`config.mk`:
```
export PLATFORM = sky130hd
export DESIGN_NAME = vl53l0x_range_sequencer
export DESIGN_NICKNAME = d
export VERILOG_FILES = /design/src/rtl/vl53l0x_pkg.sv /design/src/rtl/seq_timer.sv /design/src/rtl/vl53l0x_range_sequencer.sv
export SDC_FILE = /design/constraint.sdc
export NUM_CORES = 1
export LEC_CHECK = 0
export BUFFER_PORTS_ARGS = -buffer_cell sky130_fd_sc_hd__clkbuf_2
export CELL_PAD_IN_SITES_DETAIL_PLACEMENT = 1
export CELL_PAD_IN_SITES_GLOBAL_PLACEMENT = 2
export CORE_AREA = 2 2 101 103
export CTS_BUF_LIST = sky130_fd_sc_hd__clkbuf_4 sky130_fd_sc_hd__clkbuf_8
export DETAILED_ROUTE_END_ITERATION = 7
export DIE_AREA = 0 0 103 105
export PLACE_DENSITY = 0.86
export SLEW_MARGIN = 40
export SYNTH_ARGS = -nofsm -noshare
export SYNTH_HDL_FRONTEND = slang
export SYNTH_SLANG_ARGS = --single-unit
```
`constraint.sdc`:
```
create_clock -name fastclk -period 5.49 [get_ports fastclk]
set_input_delay 0.8235 -clock fastclk [delete_from_list [all_inputs] [get_ports fastclk]]
set_output_delay 0.8235 -clock fastclk [all_outputs]
set_load 0.05 [all_outputs]
```
`src/rtl/vl53l0x_pkg.sv`:
```
// Shared definitions for the VL53L0X ranging sequencer: register map, FSM encoding, error codes.
package vl53l0x_pkg;

   localparam logic [7:0] REG_SYSRANGE_START = 8'h00;
   localparam logic [7:0] REG_INT_STATUS     = 8'h13;
   localparam logic [7:0] REG_RESULT_RANGE   = 8'h1E;
   localparam logic [7:0] REG_INT_CLEAR      = 8'h0B;
   localparam logic [7:0] CMD_GO             = 8'h01;

   typedef enum logic [3:0] {
      ST_IDLE,
      ST_WR_START,
      ST_WAIT_START,
      ST_RD_INT,
      ST_WAIT_INT,
      ST_POLL_GAP,
      ST_RD_RES,
      ST_WAIT_RES,
      ST_WR_CLR,
      ST_WAIT_CLR,
      ST_PERIOD_WAIT,
      ST_ERROR
   } state_t;

   typedef enum logic [1:0] {
      ERR_NONE    = 2'd0,
      ERR_NACK    = 2'd1,
      ERR_TIMEOUT = 2'd2
   } err_code_t;

endpackage

```
`src/rtl/seq_timer.sv`:
```
// Down-counter with load; expired is the terminal-count compare (count == 0).
module seq_timer #(
   parameter int WIDTH = 8
) (
   input  logic             clk,
   input  logic             rst,
   input  logic             load,
   input  logic [WIDTH-1:0] load_val,
   output logic             expired
);

   logic [WIDTH-1:0] count;

   always_ff @(posedge clk or posedge rst) begin
      if (rst) begin
         count <= '0;
      end else if (load) begin
         count <= load_val;
      end else if (count != '0) begin
         count <= count - 1'b1;
      end
   end

   assign expired = (count == '0);

endmodule

```
`src/rtl/vl53l0x_range_sequencer.sv`:
```
// Drives a byte-level I2C master through one VL53L0X range shot: start, poll, read, clear.
//  state        | meaning
//  IDLE         | waiting for start or cont_en
//  WR_START     | issuing SYSRANGE_START <= 1
//  WAIT_START   | awaiting response to start write
//  RD_INT       | issuing interrupt-status read
//  WAIT_INT     | awaiting status; decides ready / poll again / timeout
//  POLL_GAP     | spacing between status polls
//  RD_RES       | issuing 2-byte result read
//  WAIT_RES     | awaiting result; captured into shadow
//  WR_CLR       | issuing interrupt clear
//  WAIT_CLR     | awaiting clear; publishes distance on success
//  PERIOD_WAIT  | idle spacing between continuous shots
//  ERROR        | one cycle to raise err
module vl53l0x_range_sequencer
   import vl53l0x_pkg::*;
#(
   parameter logic [6:0] DEV_ADDR = 7'h29,
   parameter int         POLL_GAP = 12500,
   parameter int         POLL_MAX = 255,
   parameter int         PERIOD   = 250000
) (
   input  logic        fastclk,
   input  logic        rst,
   input  logic        start,
   input  logic        cont_en,
   output logic        busy,
   output logic        dist_valid,
   output logic [15:0] distance,
   output logic        err,
   output logic [1:0]  err_code,
   output logic        cmd_valid,
   input  logic        cmd_ready,
   output logic [6:0]  cmd_dev,
   output logic        cmd_rw,
   output logic [7:0]  cmd_reg,
   output logic [7:0]  cmd_wdata,
   output logic [1:0]  cmd_rlen,
   input  logic        rsp_valid,
   input  logic        rsp_nack,
   input  logic [15:0] rsp_data
);

   localparam int TMR_MAX = (POLL_GAP > PERIOD) ? POLL_GAP : PERIOD;
   localparam int TMR_W   = $clog2(TMR_MAX + 1);
   localparam int POLL_W  = $clog2(POLL_MAX + 1);
   localparam logic [TMR_W-1:0]  GAP_LOAD    = TMR_W'(POLL_GAP - 1);
   localparam logic [TMR_W-1:0]  PERIOD_LOAD = TMR_W'(PERIOD - 1);
   localparam logic [POLL_W-1:0] POLL_LAST   = POLL_W'(POLL_MAX - 1);

   state_t            state, state_next;
   err_code_t         err_code_q, code_nxt;
   logic [POLL_W-1:0] poll_cnt;
   logic [15:0]       shadow;
   logic              poll_clr, poll_inc, shadow_ld, dist_ld, start_acc, code_ld;
   logic              tmr_load, tmr_expired;
   logic [TMR_W-1:0]  tmr_val;
   logic              rsp_ok, rsp_bad;

   assign rsp_ok   = rsp_valid && !rsp_nack;
   assign rsp_bad  = rsp_valid && rsp_nack;
   assign busy     = (state != ST_IDLE);
   assign cmd_dev  = DEV_ADDR;
   assign err_code = err_code_q;

   always_ff @(posedge fastclk or posedge rst) begin
      if (rst) state <= ST_IDLE;
      else     state <= state_next;
   end

   always_comb begin
      state_next = state;
      cmd_valid  = 1'b0;
      cmd_rw     = 1'b0;
      cmd_reg    = 8'h00;
      cmd_wdata  = 8'h00;
      cmd_rlen   = 2'd0;
      poll_clr   = 1'b0;
      poll_inc   = 1'b0;
      shadow_ld  = 1'b0;
      dist_ld    = 1'b0;
      start_acc  = 1'b0;
      code_ld    = 1'b0;
      code_nxt   = ERR_NONE;
      case (state)
         ST_IDLE: if (start || cont_en) begin
            start_acc  = 1'b1;
            state_next = ST_WR_START;
         end
         ST_WR_START: begin
            cmd_valid = 1'b1;
            cmd_reg   = REG_SYSRANGE_START;
            cmd_wdata = CMD_GO;
            if (cmd_ready) state_next = ST_WAIT_START;
         end
         ST_RD_INT: begin
            cmd_valid = 1'b1;
            cmd_rw    = 1'b1;
            cmd_reg   = REG_INT_STATUS;
            cmd_rlen  = 2'd1;
            if (cmd_ready) state_next = ST_WAIT_INT;
         end
         ST_RD_RES: begin
            cmd_valid = 1'b1;
            cmd_rw    = 1'b1;
            cmd_reg   = REG_RESULT_RANGE;
            cmd_rlen  = 2'd2;
            if (cmd_ready) state_next = ST_WAIT_RES;
         end
         ST_WR_CLR: begin
            cmd_valid = 1'b1;
            cmd_reg   = REG_INT_CLEAR;
            cmd_wdata = CMD_GO;
            if (cmd_ready) state_next = ST_WAIT_CLR;
         end
         ST_WAIT_START, ST_WAIT_INT, ST_WAIT_RES, ST_WAIT_CLR: begin
            if (rsp_bad) begin
               state_next = ST_ERROR;
               code_ld    = 1'b1;
               code_nxt   = ERR_NACK;
            end else if (rsp_ok) begin
               case (state)
                  ST_WAIT_START: begin
                     poll_clr   = 1'b1;
                     state_next = ST_RD_INT;
                  end
                  ST_WAIT_INT: begin
                     if (rsp_data[2:0] != 3'b000) begin
                        state_next = ST_RD_RES;
                     end else begin
                        poll_inc = 1'b1;
                        if (poll_cnt == POLL_LAST) begin
                           state_next = ST_ERROR;
                           code_ld    = 1'b1;
                           code_nxt   = ERR_TIMEOUT;
                        end else begin
                           state_next = ST_POLL_GAP;
                        end
                     end
                  end
                  ST_WAIT_RES: begin
                     shadow_ld  = 1'b1;
                     state_next = ST_WR_CLR;
                  end
                  default: begin
                     dist_ld    = 1'b1;
                     state_next = cont_en ? ST_PERIOD_WAIT : ST_IDLE;
                  end
               endcase
            end
         end
         ST_POLL_GAP: if (tmr_expired) state_next = ST_RD_INT;
         ST_PERIOD_WAIT: begin
            if (!cont_en)         state_next = ST_IDLE;
            else if (tmr_expired) state_next = ST_WR_START;
         end
         ST_ERROR: state_next = ST_IDLE;
         default:  state_next = ST_IDLE;
      endcase
   end

   // Timer reloads on entry so each gap/period starts counting from full length.
   assign tmr_load = (state_next != state) &&
                     ((state_next == ST_POLL_GAP) || (state_next == ST_PERIOD_WAIT));
   assign tmr_val  = (state_next == ST_PERIOD_WAIT) ? PERIOD_LOAD : GAP_LOAD;

   seq_timer #(.WIDTH(TMR_W)) u_timer (
      .clk      (fastclk),
      .rst      (rst),
      .load     (tmr_load),
      .load_val (tmr_val),
      .expired  (tmr_expired)
   );

   always_ff @(posedge fastclk or posedge rst) begin
      if (rst) begin
         poll_cnt   <= '0;
         shadow     <= '0;
         distance   <= '0;
         dist_valid <= 1'b0;
         err        <= 1'b0;
         err_code_q <= ERR_NONE;
      end else begin
         dist_valid <= dist_ld;
         if (poll_clr)      poll_cnt <= '0;
         else if (poll_inc) poll_cnt <= poll_cnt + 1'b1;
         if (shadow_ld)     shadow <= rsp_data;
         else if (code_ld)  shadow <= '0;
         if (dist_ld)       distance <= shadow;
         if (start_acc) begin
            err        <= 1'b0;
            err_code_q <= ERR_NONE;
         end else begin
            if (state == ST_ERROR) err <= 1'b1;
            if (code_ld)           err_code_q <= code_nxt;
         end
      end
   end

endmodule

```
==> flow_summary.ini, run 1 <==
[drt]
ant_nets = 0
drt_iter0_drc = 114
totalWireLength_um = 9312
drc_errors = 0
num_vias = 3017
vias_per_cell = 5.284
drt-wirelength-per-cell_um = 16.31
drtPass1Iterations = 4

[grt]
grt-ovfl-total = 0
grt_pass1_vias = 3116
antenna_found_initial = 0
grtUsageTotal_pct = 18.12
grt_max_degree = 67
grt_pass1_wl_um = 15430

[clocking]
root_buffer = clkbuf_8
clk_path_buf_depth = 2
cts_tree = yes
path_clk_slew_ns = 0.08
cts_made_buffers = 9
post_cts_buffers = 0
holdBufCountCts = 0
post_cts_resized = 0
cts_sinks = 66
clk_latency_ns = 0.34
cts_max_level = 3

[place]
dp_slack_ns = 2.367
post_dp_cell_area_sq_um = 3923
io_buffer_count = 53
dp_hpwl_um = 6698
gp_congestion = 0.8161

[yosys]
synth_area_per_cell_sq_um = 9.353
synth-simple-area-share_pct = 24.32
synth-xor-area-share_pct = 5.108
synth_top_family_by_area = simple AND/OR/NAND/NOR gates
synth.distinct_cells = 65
netlist_area_sq_um = 3601
synth_warnings = 0
synth_compound_area_share_pct = 16.96
synth-seq-area-share_pct = 45.87
synth_async_sr_flop_share_pct = 100.0
ys_ff_latch = 66
ys.flop_type = dfrtp_1
syn_inst = 385
synth_mux_area_share_pct = 0
synthAdderAreaFrac_pct = 1.042
synth_edf_count = 0

[die]
num_rows = 36
chipHeight_um = 105
initial_core_util_pct = 37.36
io-pin-count = 71
die-area_sq_um = 10820
core_area_sq_um = 9639
die_w_um = 103

[critical_path]
rr_worst_depth = 7
end_kind = flop
required_ns = 5.69
crit_slowest_cell = dfrtp_1
regToRegStartpoint = state[1]
crit_end = u_timer.count[12]
crit_chain = or4b_2 > o311ai_2 > o21ai_0 > a31oi_1 > nor2_1 > inv_1 > o211ai_1
r2r_slack_ns = 2.32
worstSetupPathType = flop to flop
critPathArrivalTime_ns = 3.37
r2r_end = u_timer.count[12]
cp.depth = 7
worst_setup_path_start_kind = flop
critPathBufInv = 1
critical-path-top-delay-family = compound AO/OA/AOI/OAI gates
path_max_fanout = 21
critPathLaunch = state[1]
slowest_delay_ns = 0.77

[power_and_ir_drop]
pwr-share-clk_pct = 22.9
p_seq_share_pct = 35.2
internal_power_uw = 1232
p_sw_uw = 977.1
p_leak_uw = 0.001971
powerDensity_nw_per_um2 = 527.4
sw_frac_of_total_pct = 44.23
power_frac_comb_pct = 41.9
peakVddDrop_mv = 0.1552

[sta]
finClkSkew_ns = 0.006648
fin_ws_ns = 2.322
rsz0062_at_grt = no
finalHoldViolations = 0
tightest_slew_ns = 0.8384
slew-limit-headroom_pct = 43.59
finalCritPeriodShare_pct = 57.70
finalSetupViolations = 0
tns_ns = 0
drv_slew = 0
fmax_ghz = 0.3157
fin_crit_ns = 3.168

[flow_run]
cap_violations = 0

[finish]
drive_gt1_share_pct = 22.15
area.growth.synth_to_final_pct = 16.33
final_area_sq_um = 4189
fin_nets = 459
diodes = 0
postLayoutCoreUtil_pct = 43.46

[outcome]
outcome = complete, no violations

[min_path]
min_path_type = flop to flop
through the flow:
stage,hold WS (ns),std cells,power [uW]
floorplan,0.4396,400,1494
global placement,0.4499,555,1667
detailed placement,0.4591,555,1706
CTS,0.4775,571,2222
global route,0.4997,571,2349
finish,0.4792,571,2209
cell type report:
class / instances / area [sq um]
Clock buffer: 10 / 131.4
Clock inverter: 6 / 115.1
Fill cell: 1147 / 5450
Inverter: 10 / 37.54
Multi-Input combinational cell: 291 / 1803
Sequential cell: 66 / 1652
Tap cell: 133 / 166.4
Timing Repair Buffer: 55 / 284.0
power groups by stage:
stage               clock, uW  combinational [uW]  sequential [uW]
CTS                       516                 933              774
detailed placement          0                 926              781
finish                    506                 925              778
global route              536                1010              801
global placement            0                 897              770
floorplan                   0                 693              801
registers in the layout, indices dropped and copies added, names as in the netlist:
signal         flops
u_timer.count     18
distance          16
shadow            16
poll_cnt           8
state              4
err_code           2
dist_valid         1
err                1
synthesized netlist by cell type (2+ instances only):
cell type  count  area share [%]
or4_4          2            0.63
xor2_1         9             2.2
or2_2          5            0.87
o32ai_1        2            0.49
nor2_1        25             2.6
o21ai_0       14             1.9
conb_1         2            0.21
a22o_1        16             3.9
dfrtp_1       66              46
a211o_1        2            0.49
nand3b_1       6             1.3
nor3b_1        2            0.42
nand3_1       11             1.5
or4b_2         2            0.56
a31oi_1        2            0.35
nor3_1         7            0.97
a21oi_1       11             1.5
nand4_1        3            0.52
o211ai_1       3            0.63
o31ai_1        4            0.83
nor4b_1        2            0.49
nor4_1         4            0.69
a31o_2         2            0.49
or3_1          6             1.0
xnor2_1       12             2.9
a311oi_1       2            0.49
nand2_1       75             7.8
a211oi_1       6             1.3
inv_1          9            0.94
clkbuf_1      12             1.3
nor2b_1        5            0.87
buf_4         19             4.0
ha_1           3             1.0
and2_1         2            0.35
nand2b_1       2            0.35
layout by cell type, fill, tap and decap left out, types with 2 or more instances in the layout:
master / netlist / layout
nand2_1: 75 / 75
dfrtp_1: 66 / 66
clkbuf_2: 0 / 53
nor2_1: 25 / 24
conb_1: 2 / 17
a22o_1: 16 / 16
o21ai_0: 14 / 14
xnor2_1: 12 / 12
nand3_1: 11 / 11
a21oi_1: 11 / 10
xor2_1: 9 / 9
clkbuf_8: 0 / 9
inv_1: 9 / 8
nor3_1: 7 / 6
nand3b_1: 6 / 6
or3_1: 6 / 6
a211oi_1: 6 / 6
or2_2: 5 / 5
nor2b_1: 5 / 5
o31ai_1: 4 / 4
nand4_1: 3 / 3
o211ai_1: 3 / 3
nor4_1: 4 / 3
ha_1: 3 / 3
bufinv_16: 0 / 3
nand2b_1: 2 / 2
or4_4: 2 / 2
a211o_1: 2 / 2
or4b_2: 2 / 2
and2_1: 2 / 2
a31oi_1: 2 / 2
a31o_2: 2 / 2
nor3b_1: 2 / 2
o32ai_1: 2 / 2
clkinv_4: 0 / 2
tightest hold or removal path, delay by kind of cell, from the launching register on:
family	cells	cell delay, ns
flops	1	0.35
simple gates	2	0.11
kinds of logic after synthesis:
group / Yosys count
AOI/OAI and AO/OA: 81
xor gates and xnor gates: 21
adders and majority gates: 3
buffers and inverters: 43
DFF: 66
other: 2
and+or+nand+nor: 169
metal layers:
layer	routed length (um)	track usage [%]
met1	4160	23.32
met2	4762	30.43
met3	198	2.609
met4	191	6.861
met5	0	0
worst min path at each step:
stage,from,to,slack (ns),cells past startpoint
after floorplan,shadow[0],distance[0],0.44,2
after global placement,shadow[4],distance[4],0.45,2
after detailed placement,shadow[2],distance[2],0.46,2
after CTS,shadow[4],distance[4],0.48,2
after global routing,distance[10],distance[10],0.50,2
final,shadow[4],distance[4],0.48,2
(Power assumes the default switching activity.)
==> inputs of run 2 (changes only) <==
--- a/config.mk
+++ b/config.mk
@@ -5,14 +5,15 @@
 export SDC_FILE = /design/constraint.sdc
 export NUM_CORES = 1
 export LEC_CHECK = 0
+export ABC_AREA = 1
 export BUFFER_PORTS_ARGS = -buffer_cell sky130_fd_sc_hd__clkbuf_2
 export CELL_PAD_IN_SITES_DETAIL_PLACEMENT = 1
 export CELL_PAD_IN_SITES_GLOBAL_PLACEMENT = 2
-export CORE_AREA = 2 2 101 103
+export CORE_AREA = 2 2 109 111
 export CTS_BUF_LIST = sky130_fd_sc_hd__clkbuf_4 sky130_fd_sc_hd__clkbuf_8
 export DETAILED_ROUTE_END_ITERATION = 7
-export DIE_AREA = 0 0 103 105
-export PLACE_DENSITY = 0.86
+export DIE_AREA = 0 0 111 113
+export PLACE_DENSITY = 0.8
 export SLEW_MARGIN = 40
 export SYNTH_ARGS = -nofsm -noshare
 export SYNTH_HDL_FRONTEND = slang
==> constraint.sdc (replaced) <==
create_clock -name fastclk -period 3 [get_ports fastclk]
set_input_delay 0.45 -clock fastclk [delete_from_list [all_inputs] [get_ports fastclk]]
set_output_delay 0.45 -clock fastclk [all_outputs]
set_load 0.05 [all_outputs]
==> run 2 against run 1 <==
Effect of this change: synthesized cell count increased by 21%; non-clock buffer count unchanged; wire length decreased by 0.26%; total power increased by 100%; hold slack got worse by 0.31 ns; via count increased by 3.6%; global-route usage decreased by 2.0 points; critical path type unchanged; critical endpoint is now u_timer.count[16]; largest cell class unchanged.
==> flow_summary.ini, run 2 <==
[power_and_ir_drop]
power.total_uw = 4489
sw_frac_of_total_pct = 51.42
p_sw_uw = 2308
peakVddDrop_mv = 0.6213
p_seq_share_pct = 33.8
power_frac_comb_pct = 50.8
powerDensity_nw_per_um2 = 1063
pwr-share-clk_pct = 15.4
p_leak_uw = 0.002177
internal_power_uw = 2181

[outcome]
outcome = complete, no violations

[grt]
grtUsageTotal_pct = 16.12
grt_pass1_vias = 3341
grt_pass1_wl_um = 16370
grt-ovfl-total = 0
grt_max_degree = 41
antenna_found_initial = 0

[sta]
fmax_ghz = 0.3978
finalSetupViolations = 0
tightest_slew_ns = 0.6330
finalCritPeriodShare_pct = 83.79
finClkSkew_ns = 0.01196
tns_ns = 0
slew-limit-headroom_pct = 57.74
drv_slew = 0
rsz0062_at_grt = no
finalHoldViolations = 0
fin_ws_ns = 0.4863
fin_crit_ns = 2.514

[yosys]
syn_inst = 464
synth_top_cell_area_share_pct = 44.81
synth_edf_count = 0
netlist_area_sq_um = 3686
synth_async_sr_flop_share_pct = 100.0
synth_area_per_cell_sq_um = 7.944
yosysMostFrequentCell = nand2_1
synth-seq-area-share_pct = 44.81
synth_warnings = 0
synth_common_cells = nand2_1 (98), dfrtp_1 (66), inv_1 (56), nor2_1 (44), nand3_1 (38)
ys_ff_latch = 66
ys.flop_type = dfrtp_1
synth.distinct_cells = 35
synth_top_area_cell = dfrtp_1
synth.area.top_cells = dfrtp_1 (45%), nand2_1 (10%), inv_1 (5.7%)

[clocking]
cts_made_buffers = 9
holdBufCountCts = 0
clk_latency_ns = 0.35
clk_path_buf_depth = 2
cts_tree = yes
cts_max_level = 3
path_clk_slew_ns = 0.08
post_cts_resized = 0
root_buffer = clkbuf_8
cts_sinks = 66
post_cts_buffers = 0

[drt]
num_vias = 3125
wl_met1_um = 4359
vias_per_cell = 4.678
wl_met2_um = 4455
ant_nets = 0
top_layer = met4
drc_errors = 0
drt-wirelength-per-cell_um = 13.90
drt_iter0_drc = 87
drtPass1Iterations = 4
totalWireLength_um = 9288
dr_wl_met3_um = 297

[finish]
fillers = 1405
drive_gt1_share_pct = 21.52
reg.largest.list = u_timer.count x18, distance x16, shadow x16
diodes = 0
largest-register = u_timer.count
area.growth.synth_to_final_pct = 14.60
final_common_cell = nand2_1
largest_register_ffs = 18
postLayoutCoreUtil_pct = 37.47
final_area_sq_um = 4224
final_cell_mix = nand2_1 (98), dfrtp_1 (66), inv_1 (54)
fin_nets = 546

[critical_path]
critPathArrivalTime_ns = 2.76
required_ns = 3.25
regToRegStartpoint = u_timer.count[0]
r2r_slack_ns = 0.49
worst_setup_path_start_kind = flop
path_max_fanout = 13
r2r_end = u_timer.count[16]
worstSetupPathType = flop to flop
end_kind = flop
critPathLaunch = u_timer.count[0]
rr_worst_depth = 13

[place]
post_dp_cell_area_sq_um = 4045
io_buffer_count = 53
gp_congestion = 0.8155
dp_hpwl_um = 7071
dp_slack_ns = 0.5046

[min_path]
min_path_type = input pin to asynchronous set/reset pin

[die]
num_rows = 39
die_w_um = 111
die-area_sq_um = 12540
core_area_sq_um = 11270
initial_core_util_pct = 32.70
chipHeight_um = 113
io-pin-count = 71

[flow_run]
cap_violations = 0
==> run 2: changes by cell type after synthesis, sizes merged, moves of 5 or more <==
cell	previous run	this run
nand4	3	8
nor2	25	57
clkbuf	12	6
a21oi	11	16
inv	9	64
a211oi	6	0
nand3	11	42
nor2b	5	0
a22o	16	0
or3	6	0
nand2	75	107
o21ai	14	39
or2	5	0
nand3b	6	1
==> run 2: power by group through the flow <==
stage               clock [uW]  sequential, uW  combinational (uW)
floorplan                    0            1890                1440
global placement             0            1520                2260
detailed placement           0            1540                2300
CTS                        723            1530                2310
global route               770            1580                2530
finish                     692            1520                2280
==> run 2: worst max path at each step <==
| stage | to | slack (ns) |
|---|---|---|
| finish | u_timer.count[16] | 0.49 |
| global route | u_timer.count[16] | 0.19 |
| CTS | u_timer.count[16] | 0.49 |
| detailed placement | u_timer.count[16] | 0.50 |
| global placement | u_timer.count[16] | 0.56 |
| floorplan | u_timer.count[13] | 0.52 |
==> run 2: kinds of logic (layout without fill, tap and decap cells) <==
family                     Yosys count  in the layout  share of synthesized area [%]
and+or+nand+nor                    225            225                          29.53
buffers and inverters               89            135                          11.10
DFF                                 66             66                          44.81
AOI/OAI and AO/OA                   62             62                          9.301
xor gates and xnor gates            17             17                          4.040
adders and majority gates            3              3                          1.018
other                                2             17                         0.2037
==> run 2: metal layers <==
metal | up-vias | track usage, %
met1 | 1502 | 21.16
li1 | 1551 | -
met2 | 61 | 26.58
met3 | 11 | 2.999
met5 | - | 0
met4 | 0 | 6.250
==> run 2: per-stage QoR <==
stage	std cells	hold slack, ns
3_3_place_gp	652	0.4652
4_1_cts	668	0.1784
6_report	668	0.1665
2_1_floorplan	479	0.4652
3_5_place_dp	652	0.4737
5_1_grt	668	0.2122
==> run 2: layout make-up <==
class | instances | area (sq um) | area share, %
Multi-Input combinational cell | 324 | 1682 | 39.81
Clock buffer | 9 | 123.9 | 2.932
Tap cell | 143 | 178.9 | 4.236
Inverter | 64 | 240.2 | 5.687
Sequential cell | 66 | 1652 | 39.10
Clock inverter | 7 | 55.05 | 1.303
Timing Repair Buffer | 55 | 292.8 | 6.931
==> run 2: worst max-delay path, cell delays in order (launching register included) <==
cell	delay [ns]
dfrtp_1	0.39
inv_1	0.10
ha_1	0.21
nand2_2	0.11
nor2_4	0.21
nand4_4	0.21
a21oi_1	0.22
nand3_2	0.14
nand2_1	0.12
nand3_2	0.10
o21ai_4	0.34
o21ai_0	0.15
nand2_1	0.08
inv_1	0.04
==> inputs of run 3 (changes only) <==
--- a/config.mk
+++ b/config.mk
@@ -9,11 +9,11 @@
 export BUFFER_PORTS_ARGS = -buffer_cell sky130_fd_sc_hd__clkbuf_2
 export CELL_PAD_IN_SITES_DETAIL_PLACEMENT = 1
 export CELL_PAD_IN_SITES_GLOBAL_PLACEMENT = 2
-export CORE_AREA = 2 2 109 111
+export CORE_AREA = 2 2 114 116
 export CTS_BUF_LIST = sky130_fd_sc_hd__clkbuf_4 sky130_fd_sc_hd__clkbuf_8
 export DETAILED_ROUTE_END_ITERATION = 7
-export DIE_AREA = 0 0 111 113
-export PLACE_DENSITY = 0.8
+export DIE_AREA = 0 0 116 118
+export PLACE_DENSITY = 0.77
 export SLEW_MARGIN = 40
 export SYNTH_ARGS = -nofsm -noshare
 export SYNTH_HDL_FRONTEND = slang
==> constraint.sdc (replaced) <==
create_clock -name fastclk -period 2.3 [get_ports fastclk]
set_input_delay 0.345 -clock fastclk [delete_from_list [all_inputs] [get_ports fastclk]]
set_output_delay 0.345 -clock fastclk [all_outputs]
set_load 0.05 [all_outputs]
==> run 3 against run 2 <==
Effect of this change: cell count rose by 9.6%; highest routed layer unchanged; die area rose by 9.1%; critical path depth did not move; wire length rose by 8.9%; count of clock-buffer cells in the layout did not move; hold slack got worse by 0.12 ns; the run now ends with setup timing left; combinational power rose by 59%; fmax rose by 9.0%; total power rose by 48%.
==> flow_summary.ini, run 3 (same netlist as run 2, synthesis figures left out) <==
[power_and_ir_drop]
sw_frac_of_total_pct = 49.21
peakVddDrop_mv = 1.008
powerDensity_nw_per_um2 = 1392
power_frac_comb_pct = 54.7
p_sw_uw = 3260
p_seq_share_pct = 30.1
internal_power_uw = 3365
p_leak_uw = 0.002420
pwr-share-clk_pct = 15.3

[sta]
fmax_ghz = 0.4335
tightest_slew_ns = 0.6111
fin_crit_ns = 2.307
finClkSkew_ns = 0.009341
drv_slew = 0
holdWs_ns = 0.04889
slew-limit-headroom_pct = 59.20
finalSetupViolations = 1
tns_ns = -0.006835
finalCritPeriodShare_pct = 100.3
fin_ws_ns = -0.006835
finalHoldViolations = 0
rsz0062_at_grt = yes

[grt]
grt.met2_usage_pct = 24.82
met1_usage_pct = 20.75
grtUsageTotal_pct = 15.42
grt_pass1_vias = 3425
grt_pass1_wl_um = 16730
grt-ovfl-total = 0
grt_max_degree = 42
grtUsageMet3_pct = 3.090
grt.busiest_layer = met2
antenna_found_initial = 0

[critical_path]
worst_setup_path_start_kind = flop
r2r_slack_ns = -0.007
worstSetupPathType = flop to flop
end_kind = flop
critPathArrivalTime_ns = 2.54
rr_worst_depth = 13
path_max_fanout = 6
regToRegStartpoint = u_timer.count[0]
r2r_end = u_timer.count[7]
required_ns = 2.54

[drt]
drc_errors = 0
drt-wirelength-per-cell_um = 13.81
num_vias = 3319
drt_iter0_drc = 119
vias_per_cell = 4.534
ant_nets = 0
drtPass1Iterations = 4
totalWireLength_um = 10110

[die]
initial_core_util_pct = 29.69
core_area_sq_um = 12410
io-pin-count = 71
chipHeight_um = 118
die-area_sq_um = 13690
die_w_um = 116
num_rows = 41

[clocking]
cts_max_level = 3
cts_made_buffers = 9
clk_path_buf_depth = 2
cts_sinks = 66
path_clk_slew_ns = 0.08
holdBufCountCts = 0
clk_latency_ns = 0.35
cts_tree = yes
root_buffer = clkbuf_8

[finish]
largest_register_ffs = 18
reg.largest.list = u_timer.count x18, distance x16, shadow x16
postLayoutCoreUtil_pct = 38.34
fillers = 1551
fin_cells = 732
largest-register = u_timer.count
fin_nets = 581
final_cell_mix = nand2_1 (91), dfrtp_1 (62), clkbuf_2 (53)
final_common_cell = nand2_1
diodes = 0
drive_gt1_share_pct = 31.79
area.growth.synth_to_final_pct = 29.12

[outcome]
failed_checks = setup timing
outcome = complete, but fails checks

[place]
io_buffer_count = 53
place_inst = 703
gp_congestion = 0.8107
dp_hpwl_um = 7362

[min_path]
min_path_type = input pin to asynchronous set/reset pin

[flow_run]
cap_violations = 0
[run 3: stage by stage]
| step | power, uW | setup slack, ns | instance area [sq um] |
|---|---|---|---|
| global route | 7126 | -0.1338 | 4760 |
| CTS | 6302 | 0.002341 | 4518 |
| global placement | 5092 | 0.008977 | 4262 |
| finish | 6625 | -0.006835 | 4760 |
| detailed placement | 5180 | -0.07035 | 4262 |
| floorplan | 4342 | 0.08718 | 3745 |
[run 3: per-layer routing]
metal / vias up / share of wire [%]
met1: 1622 / 47
met2: 59 / 49
met3: 9 / 3.2
met4: 0 / 1.3
met5: - / 0
li1: 1629 / -
[run 3: how the worst max path moves through the flow]
| stage | to | startpoint |
|---|---|---|
| finish | u_timer.count[7] | u_timer.count[0] |
| global route | u_timer.count[3] | u_timer.count[1] |
| CTS | u_timer.count[17] | u_timer.count[0] |
| detailed placement | u_timer.count[2] | u_timer.count[0] |
| global placement | u_timer.count[2] | u_timer.count[0] |
| floorplan | u_timer.count[13] | state[0] |
[run 3: what timing repair did]
item | 4_1_cts | 5_1_grt
buffers inserted | 2 | 10
resized for setup | 10 | 34
endpoints found under the setup margin | 10 | 18
pin swaps | 4 | 13
gates cloned | 0 | 1
[run 3: worst max-delay path: stages, from the launching register on]
cell and delay (ns):
dfrtp_1 0.40, inv_2 0.09, ha_4 0.15, nand2_4 0.07
nor2_4 0.20, nand4_4 0.19, a21oi_4 0.21, nand3_4 0.12
nand2_4 0.10, nand3_4 0.07, o21ai_4 0.25, clkbuf_16 0.20
buf_4 0.10, a21oi_2 0.04
[run 3: final cells by class]
type | instances | area (sq um) | area share (%)
Sequential cell | 66 | 1657 | 34.81
Clock inverter | 7 | 77.57 | 1.630
Clock buffer | 9 | 123.9 | 2.603
Timing Repair Buffer | 90 | 598.1 | 12.57
Inverter | 64 | 240.2 | 5.047
Multi-Input combinational cell | 324 | 1848 | 38.83
Tap cell | 172 | 215.2 | 4.522
[run 3: power groups by stage]
stage	Sequential, uW	Clock, uW	Combinational (uW)
5_1_grt	2060	1110	3950
3_5_place_dp	1990	0	3190
2_1_floorplan	2460	0	1880
4_1_cts	1970	1060	3280
3_3_place_gp	1970	0	3130
6_report	1990	1010	3620
